### src/rtl/mem_bus_pkg.sv
// Shared types for the memory bus arbiter.
// Reused by the CPU top level and the loader.
package mem_bus_pkg;

  localparam int DATA_W = 16;
  localparam int ADDR_W = 16;

  typedef enum logic [1:0] {
    IDLE,
    BUSY,
    DONE
  } state_t;

  typedef enum logic {
    OWN_M0,
    OWN_M1
  } owner_t;

endpackage

### src/rtl/mem_bus_arbiter_if.sv
// Master-side and memory-side bus signals of the arbiter.
// slave = arbiter view, master = requester/memory view.
interface mem_bus_arbiter_if;
  import mem_bus_pkg::*;

  logic              m0_req;
  logic              m0_we;
  logic [ADDR_W-1:0] m0_addr;
  logic [DATA_W-1:0] m0_wdata;
  logic              m0_done;

  logic              m1_req;
  logic              m1_we;
  logic [ADDR_W-1:0] m1_addr;
  logic [DATA_W-1:0] m1_wdata;
  logic              m1_done;

  logic [DATA_W-1:0] m_rdata;
  logic              m_err;

  logic [ADDR_W-1:0] mem_addr;
  logic [DATA_W-1:0] mem_wdata;
  logic              mem_w;
  logic              mem_req;
  logic              mem_ready;
  logic [DATA_W-1:0] mem_rdata;

  logic              timeout_err;

  modport slave (
    input  m0_req, m0_we, m0_addr, m0_wdata,
    input  m1_req, m1_we, m1_addr, m1_wdata,
    input  mem_ready, mem_rdata,
    output m0_done, m1_done, m_rdata, m_err,
    output mem_addr, mem_wdata, mem_w, mem_req,
    output timeout_err
  );

  modport master (
    output m0_req, m0_we, m0_addr, m0_wdata,
    output m1_req, m1_we, m1_addr, m1_wdata,
    output mem_ready, mem_rdata,
    input  m0_done, m1_done, m_rdata, m_err,
    input  mem_addr, mem_wdata, mem_w, mem_req,
    input  timeout_err
  );

endinterface

### src/rtl/mem_bus_arbiter_rr_pick.sv
// Two-way grant selection for the memory arbiter.
// Round-robin on last grant, or fixed M0 priority.
module arb_rr_pick
  import mem_bus_pkg::*;
#(
  parameter bit FIXED_PRIO = 1'b0
) (
  input  logic   req0,
  input  logic   req1,
  input  owner_t last,
  output logic   any,
  output owner_t win
);

  // Winner: contested grant goes to the master not served last
  always_comb begin
    any = req0 | req1;
    win = OWN_M0;
    unique case (1'b1)
      req0 && req1:
        win = (FIXED_PRIO || last == OWN_M1)
            ? OWN_M0 : OWN_M1;
      req1 && !req0:
        win = OWN_M1;
      default:
        win = OWN_M0;
    endcase
  end

endmodule

### src/rtl/mem_bus_arbiter.sv
// Shares one memory port between CPU (M0) and loader (M1).
// One registered transaction per grant, with a watchdog.
module mem_bus_arbiter
  import mem_bus_pkg::*;
#(
  parameter int              FIXED_PRIO = 0,
  parameter int              TIMEOUT    = 255,
  parameter logic [DATA_W-1:0] ERR_DATA = 16'hFFFF
) (
  input logic clk,
  input logic rst_n,
  mem_bus_arbiter_if.slave bus
);

  localparam logic [15:0] TO_LIM = TIMEOUT[15:0];

  state_t            state;
  owner_t            owner;
  owner_t            last;
  logic [15:0]       cnt;
  logic              we_q;
  logic [ADDR_W-1:0] addr_q;
  logic [DATA_W-1:0] wdata_q;
  logic [DATA_W-1:0] rdata_q;
  logic              req_q;
  logic              w_q;
  logic              err_q;
  logic              terr_q;
  logic              done0_q;
  logic              done1_q;

  logic              any;
  owner_t            win;
  logic [15:0]       cnt_inc;
  logic              hit_to;

  arb_rr_pick #(
    .FIXED_PRIO (FIXED_PRIO != 0)
  ) u_pick (
    .req0 (bus.m0_req),
    .req1 (bus.m1_req),
    .last (last),
    .any  (any),
    .win  (win)
  );

  // Saturating watchdog step and abort test
  always_comb begin
    cnt_inc = (cnt == 16'hFFFF) ? cnt : cnt + 16'd1;
    hit_to  = (cnt_inc >= TO_LIM);
  end

  // Arbitration FSM, request latches and watchdog
  always_ff @(posedge clk or negedge rst_n) begin
    if (!rst_n) begin
      state   <= IDLE;
      owner   <= OWN_M0;
      last    <= OWN_M1;
      cnt     <= '0;
      we_q    <= 1'b0;
      addr_q  <= '0;
      wdata_q <= '0;
      rdata_q <= '0;
      req_q   <= 1'b0;
      w_q     <= 1'b0;
      err_q   <= 1'b0;
      terr_q  <= 1'b0;
      done0_q <= 1'b0;
      done1_q <= 1'b0;
    end else begin
      done0_q <= 1'b0;
      done1_q <= 1'b0;
      unique case (state)
        IDLE: begin
          if (any) begin
            owner <= win;
            last  <= win;
            cnt   <= '0;
            req_q <= 1'b1;
            state <= BUSY;
            if (win == OWN_M1) begin
              we_q    <= bus.m1_we;
              w_q     <= bus.m1_we;
              addr_q  <= bus.m1_addr;
              wdata_q <= bus.m1_wdata;
            end else begin
              we_q    <= bus.m0_we;
              w_q     <= bus.m0_we;
              addr_q  <= bus.m0_addr;
              wdata_q <= bus.m0_wdata;
            end
          end
        end
        BUSY: begin
          cnt <= cnt_inc;
          if (bus.mem_ready || hit_to) begin
            req_q   <= 1'b0;
            w_q     <= 1'b0;
            state   <= DONE;
            done0_q <= (owner == OWN_M0);
            done1_q <= (owner == OWN_M1);
            if (bus.mem_ready) begin
              err_q <= 1'b0;
              if (!we_q) rdata_q <= bus.mem_rdata;
            end else begin
              err_q  <= 1'b1;
              terr_q <= 1'b1;
              if (!we_q) rdata_q <= ERR_DATA;
            end
          end
        end
        DONE: begin
          cnt   <= '0;
          state <= IDLE;
        end
        default: state <= IDLE;
      endcase
    end
  end

  assign bus.mem_req     = req_q;
  assign bus.mem_w       = w_q;
  assign bus.mem_addr    = addr_q;
  assign bus.mem_wdata   = wdata_q;
  assign bus.m_rdata     = rdata_q;
  assign bus.m_err       = err_q;
  assign bus.timeout_err = terr_q;
  assign bus.m0_done     = done0_q;
  assign bus.m1_done     = done1_q;

endmodule

### src/flat_wrapper.sv
// flat-port wrapper written by rule: the top's interface ports become plain ports
module mem_bus_arbiter_flat import mem_bus_pkg::*;
#(
  parameter int              FIXED_PRIO = 0,
  parameter int              TIMEOUT    = 255,
  parameter logic [DATA_W-1:0] ERR_DATA = 16'hFFFF
)
  (clk, rst_n, bus_m0_req, bus_m0_we, bus_m0_addr, bus_m0_wdata, bus_m1_req, bus_m1_we, bus_m1_addr, bus_m1_wdata, bus_mem_ready, bus_mem_rdata, bus_m0_done, bus_m1_done, bus_m_rdata, bus_m_err, bus_mem_addr, bus_mem_wdata, bus_mem_w, bus_mem_req, bus_timeout_err);
  mem_bus_arbiter_if bus_i ();
  input logic clk;
  input logic rst_n;
  input wire logic [$bits(bus_i.m0_req)-1:0] bus_m0_req;
  input wire logic [$bits(bus_i.m0_we)-1:0] bus_m0_we;
  input wire logic [$bits(bus_i.m0_addr)-1:0] bus_m0_addr;
  input wire logic [$bits(bus_i.m0_wdata)-1:0] bus_m0_wdata;
  input wire logic [$bits(bus_i.m1_req)-1:0] bus_m1_req;
  input wire logic [$bits(bus_i.m1_we)-1:0] bus_m1_we;
  input wire logic [$bits(bus_i.m1_addr)-1:0] bus_m1_addr;
  input wire logic [$bits(bus_i.m1_wdata)-1:0] bus_m1_wdata;
  input wire logic [$bits(bus_i.mem_ready)-1:0] bus_mem_ready;
  input wire logic [$bits(bus_i.mem_rdata)-1:0] bus_mem_rdata;
  output wire logic [$bits(bus_i.m0_done)-1:0] bus_m0_done;
  output wire logic [$bits(bus_i.m1_done)-1:0] bus_m1_done;
  output wire logic [$bits(bus_i.m_rdata)-1:0] bus_m_rdata;
  output wire logic [$bits(bus_i.m_err)-1:0] bus_m_err;
  output wire logic [$bits(bus_i.mem_addr)-1:0] bus_mem_addr;
  output wire logic [$bits(bus_i.mem_wdata)-1:0] bus_mem_wdata;
  output wire logic [$bits(bus_i.mem_w)-1:0] bus_mem_w;
  output wire logic [$bits(bus_i.mem_req)-1:0] bus_mem_req;
  output wire logic [$bits(bus_i.timeout_err)-1:0] bus_timeout_err;
  assign bus_i.m0_req = bus_m0_req;
  assign bus_i.m0_we = bus_m0_we;
  assign bus_i.m0_addr = bus_m0_addr;
  assign bus_i.m0_wdata = bus_m0_wdata;
  assign bus_i.m1_req = bus_m1_req;
  assign bus_i.m1_we = bus_m1_we;
  assign bus_i.m1_addr = bus_m1_addr;
  assign bus_i.m1_wdata = bus_m1_wdata;
  assign bus_i.mem_ready = bus_mem_ready;
  assign bus_i.mem_rdata = bus_mem_rdata;
  assign bus_m0_done = bus_i.m0_done;
  assign bus_m1_done = bus_i.m1_done;
  assign bus_m_rdata = bus_i.m_rdata;
  assign bus_m_err = bus_i.m_err;
  assign bus_mem_addr = bus_i.mem_addr;
  assign bus_mem_wdata = bus_i.mem_wdata;
  assign bus_mem_w = bus_i.mem_w;
  assign bus_mem_req = bus_i.mem_req;
  assign bus_timeout_err = bus_i.timeout_err;
  mem_bus_arbiter #(.FIXED_PRIO(FIXED_PRIO), .TIMEOUT(TIMEOUT), .ERR_DATA(ERR_DATA)) u_core (.clk(clk), .rst_n(rst_n), .bus(bus_i));
endmodule
### config.mk
export PLATFORM = sky130hd
export DESIGN_NAME = mem_bus_arbiter_flat
export DESIGN_NICKNAME = d
export VERILOG_FILES = /design/src/rtl/mem_bus_pkg.sv /design/src/rtl/mem_bus_arbiter_if.sv /design/src/rtl/mem_bus_arbiter_rr_pick.sv /design/src/rtl/mem_bus_arbiter.sv /design/src/flat_wrapper.sv
export SDC_FILE = /design/constraint.sdc
export NUM_CORES = 1
export LEC_CHECK = 0
export CORE_ASPECT_RATIO = 0.5
export CORE_MARGIN = 2
export CORE_UTILIZATION = 35
export DETAILED_ROUTE_END_ITERATION = 16
export PLACE_DENSITY = 0.67
export REMOVE_ABC_BUFFERS = 1
export SLEW_MARGIN = 20
export SYNTH_ARGS = -nofsm -noshare
export SYNTH_HDL_FRONTEND = slang
export SYNTH_SLANG_ARGS = --single-unit
### constraint.sdc
create_clock -name clk -period 2.4 [get_ports clk]
set_input_delay 0.36 -clock clk [delete_from_list [all_inputs] [get_ports clk]]
set_output_delay 0.36 -clock clk [all_outputs]
set_load 0.03 [all_outputs]
==> impl_results.md, run 1 <==
* Share of cells above drive strength 1 at 14.9%
* Worst Path Required at 2.66 ns
* Yosys reg bits at 75
* Area Overhead vs Synth at 51.4%
* Least-Margin Pin Slew at 0.704 ns
* IO Count at 141
* Gr ovfl total at 0
* Number of max-cap violations at 0
* CTS Hold Buffers Added at 0
* Most frequent cell after synthesis: dfrtp_1
* Worst EP arrival at 2.54 ns
* H-tree lvl count at 3
* Largest net degree at the start of global routing at 56
* Overall Power at 6.97 mW
* Clock root cell: clkbuf_16
* CTS tree: yes
* Cells after Synth at 402
* Die ar. at 12500 µm²
* Distinct cell type count after synthesis at 56
* Worst skew pair latency at 0.34 ns
* Final Slew Violations at 0
* Initial drt markers at 155
* IO Port Bufs at 140
* Kind of critical path: register to register
* Max FO, Critical Path at 8
* Synth warn at 0
* Placer Congestion at 0.832
* GR peak layer: met2
* Core area at 11100 µm²
* Hold Vio Cnt, Final at 0
* M2 GR Usage at 30.8%
* Hpwl dp at 7630 µm
* Via count at 3464
* Setup crit start kind: register
* Min cycle time layout at 2.28 ns
* Global-route met1 utilization at 21.5%
* Cts bufs inserted at 9
* Worst Setup End Kind: register
* Die span in x at 156 µm
* Fmax achieved at 438 MHz
* Period utilisation layout at 95.1%
* Vias per cell at 4.89
* Final setup violation count at 0
* Antenna-violating nets left at 0
* Initial antenna violation count at 0
* Ys async rst share at 100%
* Area leader, netlist: dfrtp_1
* Sequential element share of the synthesized area at 46.4%
* Relative slew slack at 53.1%
* Leak at 2.71 nW
* Post-synth EDFFs at 0
* Top FF cell, synth: dfrtp_1
* Clock Sinks at 75
* Initial Util at 36.3%
* GRT Total Usage at 17.3%
* Final core utilization at 55.0%
* First-pass GRT wire length at 17000 µm
* Outcome: finished, final reports clean
* Number of cell rows at 27
* Fillers at 1023
* Yosys top cell area share at 45.7%
* Final net count at 647
* Peak supply drop at 482 µV
* Drt drc at 0
* Antenna cells at 0
* CTS clk-pin slew, worst paths at 0.06 ns
* Vias in the first global route at 3342
* Top post-synthesis cells by count: 74 x dfrtp_1, 53 x nand2_1, 53 x o21ai_0
* Top cells by area, synth: dfrtp_1 46%, mux2i_1 8.6%, o21ai_0 6.5%
* Drt pass-1 iters at 4
* Die Ht at 80.1 µm
* Max clock buf depth at 2
* Syn Std Cell Area at 4050 µm²
* Syn Area/Cell at 10.1 µm²
* Skew final at 0.00871 ns
* PD cells at 1140 nW/µm²
* Avg WL per Cell at 14.4 µm
* GRT met3 Usage at 4.48%
* Routed WL at 10200 µm
* Hold WC Path Type: primary input to asynchronous set/reset pin
cells in the final DEF (no fill, tap or decap), types with 4 or more instances in the layout:
cell,n
nor2_1,32
a31oi_4,11
o21ai_0,53
clkbuf_16,9
buf_4,31
mux2i_1,35
a21oi_1,14
dfrtp_1,72
a21o_1,6
clkdlybuf4s50_1,139
a31oi_1,9
nor3_1,4
a22o_1,4
nand3_1,8
nand2_1,53
inv_1,20
nand4_2,4
report_power, final:
group	internal, mW	switching [mW]	leakage (nW)	total [mW]
Clock	1.07	0.522	0.169	1.59
Sequential	1.75	0.263	0.914	2.01
Combinational	1.43	1.93	1.63	3.36
critical path: stages (launching register included):
cell	delay [ns]
dfrtp_1	0.35
ha_1	0.18
nand4_2	0.15
buf_4	0.19
nor3_4	0.18
mux2i_1	0.33
nor4_4	0.10
a211o_4	0.39
buf_12	0.16
a31oi_1	0.16
registers in the layout (all words and copies together) (netlist names):
signal,count
u_core.bus.m0_done,1
u_core.we_q,1
u_core.owner,1
u_core.bus.mem_wdata,16
u_core.bus.mem_addr,16
u_core.bus.m_err,1
u_core.bus.timeout_err,1
u_core.cnt,16
u_core.bus.m_rdata,16
u_core.bus.mem_w,1
u_core.bus.mem_req,1
u_core.bus.m1_done,1
u_core.last,1
u_core.state,2
kinds of logic after synthesis:
logic type      count (synthesis)  synth area share [%]
xor+xnor                        1                 0.216
compound gates                113                  21.2
flops                          75                  46.4
mux                            39                  9.76
fa+ha+maj                       1                 0.309
buf+inv                        46                  5.38
simple gates                  127                  16.7
per-stage QoR:
stage | cell area, µm² | TNS (ns) | setup WS, ns | instances | hold slack (ns)
after CTS | 6070 | 0 | 0.0744 | 703 | 0.105
after detailed placement | 5720 | 0 | 0.0979 | 687 | 0.437
after global placement | 5720 | 0 | 0.152 | 687 | 0.426
after global routing | 6130 | -0.0212 | -0.0103 | 709 | 0.135
final | 6130 | 0 | 0.118 | 709 | 0.0771
after floorplan | 3910 | -87.58 | -2.27 | 376 | 0.0644
timing repair:
action / 4_1_cts / 5_1_grt
buffers inserted: 0 / 6
hold endpoints to repair: 0 / 0
gates resized for setup: 0 / 2
endpoints found under the setup margin: 0 / 17
routing by layer:
| metal | vias up | share of wire [%] | wire length, µm |
|---|---|---|---|
| met5 | - | 0 | 0 |
| met4 | 0 | 1.1 | 108 |
| met3 | 11 | 5.0 | 508 |
| met2 | 83 | 52 | 5280 |
| met1 | 1636 | 42 | 4330 |
| li1 | 1734 | - | - |
area by class of cell:
cell class                 count  area, µm²  share of cell area, %
sequential                    75       1880                   30.7
inverter                      20       75.1                   1.22
tap                          145        181                   2.96
timing repair buffer         172       1660                   27.1
clock buffer                  12        256                   4.18
clock inverter                 4       97.6                   1.59
multi-input combinational    281       1980                   32.2
worst paths after layout:
kind / startpoint / end / slack, ns / cells past startpoint
worst max-delay path: u_core.cnt[1] / u_core.bus.m_rdata[3] / 0.12 / 9
worst min-delay path: rst_n / u_core.bus.mem_wdata[9] / 0.08 / 1
worst max register to register: u_core.cnt[1] / u_core.bus.m_rdata[3] / 0.12 / 9
worst min register to register: u_core.owner / u_core.bus.m0_done / 0.43 / 1
max in group asynchronous: rst_n / u_core.bus.mem_wdata[14] / 1.64 / 2
min in group clk: u_core.owner / u_core.bus.m0_done / 0.43 / 1
No activity file was read; power rests on OpenSTA's default activity.
==> run 2: changes to the inputs <==
Settings changed: CELL_PAD_IN_SITES_DETAIL_PLACEMENT set to 2, CELL_PAD_IN_SITES_GLOBAL_PLACEMENT set to 2, CORE_UTILIZATION 35 to 25, PLACE_DENSITY 0.67 to unset, PLACE_DENSITY_LB_ADDON set to 0.1.
==> run 2 against run 1 <==
Net effect: global-route usage fell by 0.56 points; non-clock buffer count rose by 6; largest cell class unchanged; fmax fell by 0.34%; critical path depth fell by 1.
==> impl_results.md, run 2 (synthesized netlist as in run 1, its figures left out) <==
* Outcome: finished, final reports clean
* Initial antenna violation count at 1 (+1)
* Initial drt markers at 88 (-43%)
* Antenna-violating nets left at 0 (unchanged)
* Number of cell rows at 32 (+19%)
* Min cycle time layout at 2.29 ns (+0.00779 ns)
* H-tree lvl count at 3 (unchanged)
* Post-route insts no fill at 774 (+9.2%)
* Fmax achieved at 437 MHz (-0.34%)
* Final Instance Area at 6260 µm² (+2.1%)
* Peak supply drop at 387 µV (-20%)
* Hpwl dp at 10400 µm (+36%)
* Setup crit start kind: register
* Clock Sinks at 75 (unchanged)
* Via count at 3645 (+5.2%)
* Final Slew Violations at 0 (unchanged)
* Die ar. at 17300 µm² (+38%)
* Hold WC Path Type: register to register
* DP Cell Count at 750 (+9.2%)
* Clock root cell: clkbuf_16
* GRT Total Usage at 16.8% (-0.56 points)
* Hold Vio Cnt, Final at 0 (unchanged)
* Vias per cell at 4.71 (-3.6%)
* Leading cell type in the layout, fill and taps excluded: clkdlybuf4s50_1
* Drt drc at 0 (unchanged)
* Worst Path Required at 2.62 ns (-0.04 ns)
* Final net count at 653 (+0.93%)
* Most frequent cells in the layout: 139 x clkdlybuf4s50_1, 72 x dfrtp_1, 53 x nand2_1, 53 x o21ai_0, 34 x mux2i_1
* Die span in x at 184 µm (+18%)
* Worst EP arrival at 2.51 ns (-0.03 ns)
* CTS clk-pin slew, worst paths at 0.06 ns (about the same)
* Max clock buf depth at 2 (unchanged)
* Period utilisation layout at 95.4% (+0.32 points)
* Area taken by multi-input logic gates at 2010 µm² (+1.5%)
* Least-Margin Pin Slew at 0.618 ns (-0.0865 ns)
* Worst skew pair latency at 0.34 ns (about the same)
* Antenna cells at 0 (unchanged)
* Fillers at 1685 (+65%)
* Drt pass-1 iters at 4 (unchanged)
* M2 GR Usage at 28.0% (-2.8 points)
* Initial Util at 25.9% (-10 points)
* Final setup violation count at 0 (unchanged)
* Max FO, Critical Path at 4 (-4)
* Share of cells above drive strength 1 at 16.1% (+1.2 points)
* Leak at 2.74 nW (+0.94%)
* Relative slew slack at 58.7% (+5.7 points)
* Skew final at 0.00799 ns (-0.000719 ns)
* GR peak layer: met2
* CTS tree: yes
* Die Ht at 94 µm (+17%)
* Vias in the first global route at 4007 (+20%)
* Number of max-cap violations at 0 (unchanged)
* PD cells at 1090 nW/µm² (-3.7%)
* Worst Setup End Kind: register
* Final core utilization at 40.1% (-15 points)
* Routed WL at 13600 µm (+33%)
* Largest net degree at the start of global routing at 62 (+11%)
* Cts bufs inserted at 9 (unchanged)
* Post-DP Area at 5860 µm² (+2.5%)
* IO Port Bufs at 140 (unchanged)
* Gr ovfl total at 0 (unchanged)
* Kind of critical path: register to register
* IO Count at 141 (unchanged)
* First-pass GRT wire length at 22000 µm (+30%)
* Area Overhead vs Synth at 54.6%
* Global-route met1 utilization at 19.9% (-1.5 points)
* Core area at 15600 µm² (+40%)
* GRT met3 Usage at 7.13% (+2.7 points)
* Reg area at 1880 µm² (unchanged)
* Hold_ws at 0.455 ns (+0.378 ns)
* Placer Congestion at 0.749 (-10%)
* Avg WL per Cell at 17.6 µm (+22%)
==> run 2: what timing repair did <==
action | CTS | global route
setup buffers | 0 | 7
setup endpoints to repair | 0 | 21
endpoints found under the hold margin | 15 | 0
gates resized for setup | 0 | 8
hold buffers | 1 | 0
==> run 2: layer usage <==
layer | up-vias | wire length (µm)
li1 | 1744 | -
met1 | 1819 | 5840
met2 | 73 | 6620
met3 | 9 | 1060
met4 | 0 | 119
met5 | - | 0
==> run 2: layout make-up <==
type | instances | share of cell area (%)
Tap cell | 204 | 4.08
Clock buffer | 10 | 3.66
Multi-Input combinational cell | 281 | 32.0
Inverter | 20 | 1.20
Clock inverter | 6 | 0.799
Timing Repair Buffer | 178 | 28.2
Sequential cell | 75 | 30.0
==> run 2: path summary, 6_finish.rpt <==
check,from,to,slack (ns),cells past startpoint
min reg2reg,u_core.owner,u_core.bus.m0_done,0.45,1
min,u_core.owner,u_core.bus.m0_done,0.45,1
max in group asynchronous,rst_n,u_core.last,1.26,3
max,u_core.cnt[1],u_core.bus.m_err,0.11,8
max reg2reg,u_core.cnt[1],u_core.bus.m_err,0.11,8
min in group asynchronous,rst_n,u_core.bus.mem_addr[7],0.53,2
==> run 2: per-stage QoR <==
stage               total power [mW]  TNS [ns]  setup WS (ns)
global route                    7.34   -0.0381        -0.0381
detailed placement              5.59         0        0.00439
CTS                             6.93         0        0.00866
finish                          6.86         0          0.111
global placement                5.51         0          0.116
floorplan                       3.96    -87.58          -2.27
==> run 2: report_power, final <==
group          total (mW)  switching, mW  internal [mW]  leakage, nW
registers            2.04          0.289           1.75        0.914
clock network        1.28          0.568          0.710        0.129
logic                3.54           2.05           1.49         1.70
==> run 2: critical path, cell delays in order, from the launching register on <==
cell	delay, ns
dfrtp_1	0.39
ha_4	0.18
nand4_4	0.12
nor4_4	0.40
buf_4	0.18
o21a_1	0.16
o2111ai_2	0.18
a31oi_4	0.22
mux2_1	0.33
==> edit: new RTL, settings of run 1 <==
`FIXED_PRIO` is set to 0 in 3 places; all go to 1.
--- a/src/rtl/mem_bus_arbiter_rr_pick.sv
+++ b/src/rtl/mem_bus_arbiter_rr_pick.sv
@@ -5,3 +5,3 @@
 #(
-  parameter bit FIXED_PRIO = 1'b0
+  parameter bit FIXED_PRIO = 1'b1
 ) (
--- a/src/rtl/mem_bus_arbiter.sv
+++ b/src/rtl/mem_bus_arbiter.sv
@@ -5,3 +5,3 @@
 #(
-  parameter int              FIXED_PRIO = 0,
+  parameter int              FIXED_PRIO = 1,
   parameter int              TIMEOUT    = 255,
--- a/src/flat_wrapper.sv
+++ b/src/flat_wrapper.sv
@@ -3,3 +3,3 @@
 #(
-  parameter int              FIXED_PRIO = 0,
+  parameter int              FIXED_PRIO = 1,
   parameter int              TIMEOUT    = 255,
Behaviour: not the same (a bounded check fails within 10 cycles, from zero or initial values and one cycle with rst_n low).
==> edit against run 1 <==
The flow now finishes with violations (setup timing). Power down 4.5%. Worst setup slack lost 0.13 ns. First-iteration DRC count fell by 23%. Wire length fell by 3.8%. Fmax decreased by 5.4%. Sequential cell count is 1 lower. Synthesized area is 7.8% lower. Final area is 3.7% lower. Largest cell class is now flip-flops and latches.
==> edit: results (changes against run 1) <==
status=finished, violations left; failing checks=setup timing; Post-Place Cells=655 (-4.7%); M1 wire length=4173 um (-3.6%); final worst slack=-0.01290 ns (-0.1312 ns); Cells after Synth=365 (-9.2%); Final non-clock buffer share=0.2916 (+0.02027); Hold Slack=0.4595 ns (+0.3824 ns); sequential fraction of total cell area=0.3139 (+0.007233); top cells by area, synth=dfrtp_1, mux2i_1, o21ai_0; DP Area=5525 sq um (-3.4%); worst slack, placed=-0.06669 ns (-0.1646 ns); leak pwr=2.481 nW (-8.5%); Final HPWL DP=7350 um (-3.6%); fraction of layout cells with a size suffix above 1=0.1538 (+0.004910); Non-clk bufs=176 (+2.3%); first-pass GRT wire length=15930 um (-6.2%); cts hold-fix bufs=1 (+1); num sequential=74 (-1.3%); # nets final=616 (-4.8%); endpoints failing setup=2 (+2); met3 WL post-DR=526 um (+3.5%); GRT Util Overall=0.1763 (+0.002916); #MultiIn Comb=259 (-7.8%); Synth top cells by count=dfrtp_1, nand2_1, o21ai_0; fraction of area in multi-input gates=0.3054 (-0.01696); worst setup path endpoint=u_core.bus.m_rdata[8]; GR Util met3=0.04583 (+0.001041); met1 Track Usage GR=0.2127 (-0.001850)
-- edit: worst max-delay path, cell delays in order (launching register included) --
cell      delay, ns
dfrtp_1        0.36
ha_2           0.18
nand4_1        0.18
nor4_2         0.30
mux2i_1        0.29
o21ai_2        0.12
o311ai_4       0.30
buf_12         0.22
mux2_2         0.34
-- edit: kinds of logic (layout without fill, tap and decap cells) --
group,count (synthesis),count (layout),synth area share
adder cells (fa/ha/maj),1,1,0.003352
AND/OR/NAND/NOR,116,116,0.1555
multiplexers,51,51,0.1525
AO/OA/AOI/OAI,88,88,0.1492
flip-flops,74,74,0.4961
buffers and inverters,32,200,0.03620
XOR/XNOR,3,3,0.007041
-- edit: where the power goes --
group | internal, mW | switching (mW) | total [mW]
combinational | 1.43 | 1.80 | 3.23
clock | 0.912 | 0.519 | 1.43
sequential | 1.74 | 0.261 | 2.00
total | 4.08 | 2.58 | 6.66
